## config.mk

```make
export PLATFORM = sky130hd
export DESIGN_NAME = ps2_rx_fifo
export DESIGN_NICKNAME = d
export VERILOG_FILES = /design/src/rtl/ps2_pkg.sv /design/src/rtl/ps2_evt_fifo.sv /design/src/rtl/ps2_rx_fifo.sv
export SDC_FILE = /design/constraint.sdc
export NUM_CORES = 1
export LEC_CHECK = 0
export BUFFER_PORTS_ARGS = -buffer_cell sky130_fd_sc_hd__buf_2
export CORE_MARGIN = 5
export CORE_UTILIZATION = 58
export CTS_BUF_LIST = sky130_fd_sc_hd__clkbuf_8
export DETAILED_ROUTE_END_ITERATION = 8
export HOLD_SLACK_MARGIN = 0.15
export PLACE_DENSITY_LB_ADDON = 0.1
export RECOVER_POWER = 100
export SETUP_SLACK_MARGIN = 0.4
export SLEW_MARGIN = 10
export SYNTH_ARGS = -nofsm -noshare
export SYNTH_HDL_FRONTEND = slang
export SYNTH_SLANG_ARGS = --single-unit
```

## constraint.sdc

```tcl
create_clock -name clk -period 2.5 [get_ports clk]
set_input_delay 0.125 -clock clk [delete_from_list [all_inputs] [get_ports clk]]
set_output_delay 0.125 -clock clk [all_outputs]
set_load 0.02 [all_outputs]
```

## src/rtl/ps2_pkg.sv

```systemverilog
// Shared types and constants for the PS/2 receiver with event FIFO.
// Build option PS2_BREAK_REPORT_EN is consumed by ps2_rx_fifo.
package ps2_pkg;

    typedef enum logic [2:0] {
        IDLE,
        DATA,
        PARITY,
        STOP,
        CHECK
    } ps2_state_t;

    localparam logic [7:0] PS2_BREAK = 8'hF0;
    localparam logic [7:0] PS2_EXT   = 8'hE0;

    typedef struct packed {
        logic       ext;
        logic       brk;
        logic [7:0] code;
    } ps2_evt_t;

    localparam int unsigned StatOvfBit  = 15;
    localparam int unsigned StatFerrBit = 14;
    localparam int unsigned StatCntMsb  = 8;
    localparam int unsigned StatCntLsb  = 1;
    localparam int unsigned StatNeBit   = 0;

    // Odd parity: data bits plus parity bit must hold an odd number of ones.
    function automatic logic odd_parity_ok(logic [7:0] data, logic par);
        return ^{data, par};
    endfunction

endpackage

```

## src/rtl/ps2_evt_fifo.sv

```systemverilog
// Synchronous FIFO of key events; a simultaneous push and pop both commit,
// and the popped head is read before the write lands.
module ps2_evt_fifo
    import ps2_pkg::*;
#(
    parameter int unsigned Depth = 8
) (
    input  logic                     clk_i,
    input  logic                     rst_ni,
    input  logic                     push_i,
    input  ps2_evt_t                 wdata_i,
    input  logic                     pop_i,
    output ps2_evt_t                 rdata_o,
    output logic                     full_o,
    output logic                     empty_o,
    output logic [$clog2(Depth):0]   count_o
);

    localparam int unsigned AddrW = $clog2(Depth);
    localparam logic [AddrW:0] DepthCnt = (AddrW + 1)'(Depth);

    ps2_evt_t         mem_q [Depth];
    logic [AddrW-1:0] wptr_q, wptr_d;
    logic [AddrW-1:0] rptr_q, rptr_d;
    logic [AddrW:0]   count_q, count_d;
    logic             do_push, do_pop;

    assign full_o  = (count_q == DepthCnt);
    assign empty_o = (count_q == '0);
    assign count_o = count_q;
    assign rdata_o = mem_q[rptr_q];

    // When full, a push is only accepted if the head leaves in the same cycle.
    assign do_push = push_i & (~full_o | pop_i);
    assign do_pop  = pop_i & ~empty_o;

    always_comb begin
        wptr_d  = wptr_q;
        rptr_d  = rptr_q;
        count_d = count_q;
        if (do_push) begin
            wptr_d = wptr_q + 1'b1;
        end
        if (do_pop) begin
            rptr_d = rptr_q + 1'b1;
        end
        if (do_push && !do_pop) begin
            count_d = count_q + 1'b1;
        end else if (!do_push && do_pop) begin
            count_d = count_q - 1'b1;
        end
    end

    always_ff @(posedge clk_i or negedge rst_ni) begin
        if (!rst_ni) begin
            wptr_q  <= '0;
            rptr_q  <= '0;
            count_q <= '0;
        end else begin
            wptr_q  <= wptr_d;
            rptr_q  <= rptr_d;
            count_q <= count_d;
        end
    end

    always_ff @(posedge clk_i) begin
        if (do_push) begin
            mem_q[wptr_q] <= wdata_i;
        end
    end

endmodule

```

## src/rtl/ps2_rx_fifo.sv

```systemverilog
// PS/2 keyboard receiver: filtered clock, checked 11-bit frames, E0/F0 prefix
// decoding and a key-event FIFO behind one I/O slot. Option: PS2_BREAK_REPORT_EN.
module ps2_rx_fifo
    import ps2_pkg::*;
#(
    parameter int unsigned FILTER_LEN  = 8,
    parameter int unsigned FIFO_DEPTH  = 8,
    parameter int unsigned TIMEOUT_CYC = 50000
) (
    input  logic        clk,
    input  logic        rst_n,
    input  logic        ps2c,
    input  logic        ps2d,
    input  logic        ack,
    output logic [15:0] dout
);

    localparam int unsigned CntW = $clog2(FIFO_DEPTH) + 1;
    localparam int unsigned TmoW = $clog2(TIMEOUT_CYC + 1);
    localparam logic [TmoW-1:0] TmoMax = TmoW'(TIMEOUT_CYC);

    logic [1:0]            c_sync_q, d_sync_q;
    logic [FILTER_LEN-1:0] filt_q, filt_d;
    logic                  level_q, level_d;
    logic                  fall_q, fall_d;
    logic                  din;

    ps2_state_t            state_q, state_d;
    logic [2:0]            bit_cnt_q, bit_cnt_d;
    logic [7:0]            shift_q, shift_d;
    logic                  par_q, par_d;
    logic                  stop_q, stop_d;
    logic [TmoW-1:0]       tmo_q, tmo_d;
    logic                  frame_ok, frame_bad;

    logic                  ext_pend_q, ext_pend_d;
    logic                  brk_pend_q, brk_pend_d;
    logic                  push;
    ps2_evt_t              evt_in, fifo_head;
    logic                  fifo_full, fifo_empty;
    logic [CntW-1:0]       fifo_cnt;

    logic                  ack_q, ack_prev_q, pop_req;
    logic                  ovf_q, ovf_d;
    logic                  ferr_q, ferr_d;

    assign din = d_sync_q[1];

    // Line filter: level only moves once the whole window agrees.
    assign filt_d = {filt_q[FILTER_LEN-2:0], c_sync_q[1]};

    always_comb begin
        level_d = level_q;
        if (&filt_d) begin
            level_d = 1'b1;
        end else if (~|filt_d) begin
            level_d = 1'b0;
        end
        fall_d = level_q & ~level_d;
    end

    always_comb begin
        state_d   = state_q;
        bit_cnt_d = bit_cnt_q;
        shift_d   = shift_q;
        par_d     = par_q;
        stop_d    = stop_q;
        frame_ok  = 1'b0;
        frame_bad = 1'b0;
        tmo_d     = fall_q ? '0 : ((tmo_q == TmoMax) ? tmo_q : tmo_q + 1'b1);
        unique case (state_q)
            IDLE: begin
                if (fall_q && !din) begin
                    state_d   = DATA;
                    bit_cnt_d = '0;
                end
            end
            DATA: begin
                if (fall_q) begin
                    shift_d   = {din, shift_q[7:1]};
                    bit_cnt_d = bit_cnt_q + 1'b1;
                    if (bit_cnt_q == 3'd7) begin
                        state_d = PARITY;
                    end
                end
            end
            PARITY: begin
                if (fall_q) begin
                    par_d   = din;
                    state_d = STOP;
                end
            end
            STOP: begin
                if (fall_q) begin
                    stop_d  = din;
                    state_d = CHECK;
                end
            end
            CHECK: begin
                state_d = IDLE;
                if (stop_q && odd_parity_ok(shift_q, par_q)) begin
                    frame_ok = 1'b1;
                end else begin
                    frame_bad = 1'b1;
                end
            end
            default: state_d = IDLE;
        endcase
        if ((state_q inside {DATA, PARITY, STOP}) && !fall_q && tmo_q == TmoMax) begin
            state_d   = IDLE;
            frame_bad = 1'b1;
        end
    end

    always_comb begin
        ext_pend_d  = ext_pend_q;
        brk_pend_d  = brk_pend_q;
        push        = 1'b0;
        evt_in.ext  = ext_pend_q;
        evt_in.brk  = brk_pend_q;
        evt_in.code = shift_q;
        if (frame_ok) begin
            if (shift_q == PS2_EXT) begin
                ext_pend_d = 1'b1;
            end else if (shift_q == PS2_BREAK) begin
                brk_pend_d = 1'b1;
            end else begin
                ext_pend_d = 1'b0;
                brk_pend_d = 1'b0;
`ifdef PS2_BREAK_REPORT_EN
                push       = 1'b1;
`else
                push       = ~brk_pend_q;
`endif
            end
        end
    end

    assign pop_req = ack_prev_q & ~ack_q;

    // A newly raised error wins over a clear landing in the same cycle.
    always_comb begin
        ovf_d  = ovf_q;
        ferr_d = ferr_q;
        if (pop_req) begin
            ovf_d  = 1'b0;
            ferr_d = 1'b0;
        end
        if (push && fifo_full && !pop_req) begin
            ovf_d = 1'b1;
        end
        if (frame_bad) begin
            ferr_d = 1'b1;
        end
    end

    always_ff @(posedge clk or negedge rst_n) begin
        if (!rst_n) begin
            c_sync_q   <= '1;
            d_sync_q   <= '1;
            filt_q     <= '1;
            level_q    <= 1'b1;
            fall_q     <= 1'b0;
            state_q    <= IDLE;
            bit_cnt_q  <= '0;
            shift_q    <= '0;
            par_q      <= 1'b0;
            stop_q     <= 1'b0;
            tmo_q      <= '0;
            ext_pend_q <= 1'b0;
            brk_pend_q <= 1'b0;
            ack_q      <= 1'b0;
            ack_prev_q <= 1'b0;
            ovf_q      <= 1'b0;
            ferr_q     <= 1'b0;
        end else begin
            c_sync_q   <= {c_sync_q[0], ps2c};
            d_sync_q   <= {d_sync_q[0], ps2d};
            filt_q     <= filt_d;
            level_q    <= level_d;
            fall_q     <= fall_d;
            state_q    <= state_d;
            bit_cnt_q  <= bit_cnt_d;
            shift_q    <= shift_d;
            par_q      <= par_d;
            stop_q     <= stop_d;
            tmo_q      <= tmo_d;
            ext_pend_q <= ext_pend_d;
            brk_pend_q <= brk_pend_d;
            ack_q      <= ack;
            ack_prev_q <= ack_q;
            ovf_q      <= ovf_d;
            ferr_q     <= ferr_d;
        end
    end

    ps2_evt_fifo #(
        .Depth (FIFO_DEPTH)
    ) u_fifo (
        .clk_i   (clk),
        .rst_ni  (rst_n),
        .push_i  (push),
        .wdata_i (evt_in),
        .pop_i   (pop_req),
        .rdata_o (fifo_head),
        .full_o  (fifo_full),
        .empty_o (fifo_empty),
        .count_o (fifo_cnt)
    );

    always_comb begin
        dout = '0;
        if (ack) begin
            if (!fifo_empty) begin
                dout[9:0] = fifo_head;
            end
        end else begin
            dout[StatOvfBit]             = ovf_q;
            dout[StatFerrBit]            = ferr_q;
            dout[StatCntMsb:StatCntLsb]  = 8'(fifo_cnt);
            dout[StatNeBit]              = ~fifo_empty;
        end
    end

endmodule
```

==> run_results.csv <==
group,metric,value,unit
outcome,outcome,"finished clean",
floorplanning,rows,36,
setup_path,critPathCaptureType,"register",
cts,clk_pin_slew_worst_paths,70,ps
cts,tritoncts,"done",
layout,antennaDiodeCount,0,
cts,ctsLongestPathBuffers,2,
setup_path,crit_fanout,3,
layout,area_growth,21.72,%
timing,fin_skew,8.668,ps
cts,numClockSinks,141,
yosys,yosysWarnings,0,
placed_design,port-buffer-count,16,
setup_path,worst_ep_arrival_time,2800,ps
yosys,synthArstFlopShare,0.4326,
setup_path,cp.required,2810,ps
global_route,grt_pass1_wl,18040,um
timing,finalWorstSetupSlack,14.03,ps
job,maxCapViolCount,0,
yosys,ys_seq_area_frac,0.6698,
routing,final_antenna_net_count,0,
pwr,ir_worst_vdd,373.2,uV
routing,drt_iter0_drc,161,
yosys,post_synth.cell_area_avg,15.58,um^2
global_route,grt_usage,0.1920,
global_route,grt_pass1_vias,3423,
timing,fmax,402.3,MHz
placed_design,gp_congestion,0.7927,
layout,final_area,7167,um^2
min_path,hold_class,"register to register",
yosys,ys.flop_type,"edfxtp_1",
pwr,p_total,0.004474,W
floorplanning,dieHeight,110.8,um
floorplanning,initial_utilization,0.5996,
yosys,netlist_top_cells_count,"edfxtp_1 (80), dfrtp_1 (49), nor2_1 (34)",
routing,firstDrtPassIters,4,
setup_path,path_class,"register to register",
setup_path,worstSetupStartpointType,"register",
floorplanning,core,9819,um^2
cts,cts_buffers,17,
cts,worstSkewPairLatency,430,ps
floorplanning,design.die.area,12270,um^2
global_route,antenna_found_initial,0,
timing,period_needed,2486,ps
placed_design,dp_slack,0.1990,ps
timing,fin_crit_sh,0.9944,
routing,wirelength,11200,um
placed_design,dp_hpwl,7322,um
yosys,post_synth_instance_area,5888,um^2
yosys,synth_top_area_cell,"edfxtp_1",
cts,htree_levels,4,
global_route,overflow,0,
yosys,synth_top_area_frac,0.4080,
global_route,grt_max_degree,62,
pwr,powerDensity,624.3,nW/um^2
yosys,synth.distinct_cells,49,
routing,wl_per_cell,18.67,um
floorplanning,io_pins,21,
timing,slew_headroom,0.01709,
routing,dr_total_vias,3321,
yosys,synthCells,378,
timing,hold_slack,357.7,ps
layout,nets,469,
routing,vias_per_cell,5.535,
yosys,ys_ff_latch,141,
yosys,synth_enable_flop_cells,80,
timing,finalSetupViolCount,0,
placed_design,dp.cells,550,
timing,rsz0062_at_grt,"true",
timing,slew_viol_final,0,
cts,clock-root-buffer,"clkbuf_8",
yosys,synth_area_leaders,"edfxtp_1 (41%), dfrtp_1 (21%), mux4_2 (7.6%), dfstp_2 (5.4%), nor2_1 (2.2%)",
layout,fin_cells,600,
timing,final_hold_viol_count,0,
placed_design,placed_area,6555,um^2
timing,tightestPinTransition,1474,ps
pwr,leakagePower,2.740,nW
routing,drc,0,
layout,layout-drive-gt1-share,0.3298,
layout,fillerInstances,674,
floorplanning,die_w,110.8,um
yosys,yosysMostFrequentCell,"edfxtp_1",
## state kept, by name, indices dropped and copies added, names as in the netlist
signal,flops
u_fifo.mem_q,80
tmo_q,16
shift_q,8
filt_q,7
u_fifo.count_o,4
bit_cnt_q,3
state_q,3
u_fifo.rptr_q,3
u_fifo.wptr_q,3
c_sync_q,2
d_sync_q,2
ack_prev_q,1
ack_q,1
brk_pend_q,1
ext_pend_q,1
fall_q,1
ferr_q,1
level_q,1
ovf_q,1
par_q,1
stop_q,1
## cells in the final DEF, fill, tap and decap left out, types with 6 or more instances in the layout
master,instances
a21oi_1,9
edfxtp_1,80
mux2_2,10
nor2_4,6
nor2_1,28
buf_4,28
nand3_1,7
ha_1,7
inv_1,12
mux2i_1,10
nand2_1,13
dfrtp_1,45
clkbuf_8,17
buf_12,9
xnor2_1,11
mux4_2,20
xor2_1,13
buf_2,15
dfstp_1,7
nor2b_1,6
## metrics by stage
step	setup TNS [ps]	util
2_1_floorplan	-68.83	-
3_3_place_gp	0	0.6676
3_5_place_dp	0	0.6676
4_1_cts	-11.80	0.7129
5_1_grt	-242.8	0.7299
6_report	0	0.7299
## where the power goes
group          internal, W  switching, W
registers          0.00251     0.0000753
clock network     0.000864      0.000809
logic            0.0000893      0.000125
total              0.00346       0.00101
## worst paths after layout
path | from | end | slack (ps) | depth (start not counted)
hold / removal | d_sync_q[0] | d_sync_q[1] | 360 | 0
setup reg to reg | shift_q[3] | u_fifo.count_o[3] | 10 | 12
min in group asynchronous | rst_n | bit_cnt_q[2] | 670 | 3
setup / recovery | shift_q[3] | u_fifo.count_o[3] | 10 | 12
max in group asynchronous | rst_n | u_fifo.rptr_q[0] | 840 | 3
hold reg to reg | d_sync_q[0] | d_sync_q[1] | 360 | 0
## routing by layer
layer	up-vias	global-route usage	routed length [um]
met1	1692	0.2401	4577
met5	-	0	0
li1	1554	-	-
met3	11	0.04694	563
met4	0	0.05665	130
met2	64	0.3329	5931
## critical path, cell delays in order, from the launching register on
cell     delay, ps
dfrtp_2        410
xnor2_1        150
xnor3_2        480
xnor2_4        150
and2_4         180
ha_4           170
inv_4           70
ha_4           190
a21o_1         160
a21oi_2        120
xnor2_1        120
nor2_1          60
xnor2_1        110
## cells by family (layout without fill, tap and decap cells)
logic type	count (synthesis)	in the layout	synth area share
DFF	141	141	0.6698
and+or+nand+nor	98	98	0.08585
muxes	43	43	0.1188
AOI/OAI and AO/OA	31	31	0.03294
xor gates and xnor gates	29	29	0.05015
buffers and inverters	25	111	0.01934
adders and majority gates	10	10	0.02252
other	1	4	0.0006369
## repair_timing
action	4_1_cts	5_1_grt
hold endpoints to repair	64	0
hold buffers	4	0
buffers inserted	3	8
gates cloned	0	3
pin swaps	1	6
endpoints found under the setup margin	93	93
resized for setup	5	12
## area by class of cell
class	count	area (um^2)	share of cell area
clock buffer	17	234.0	0.03265
clock inverter	15	131.4	0.01833
inverter	11	43.79	0.006110
multi-input combinational	215	1989	0.2776
sequential	141	3949	0.5510
tap	133	166.4	0.02322
timing repair buffer	68	653.1	0.09113
No activity file was read; power rests on OpenSTA's default activity.
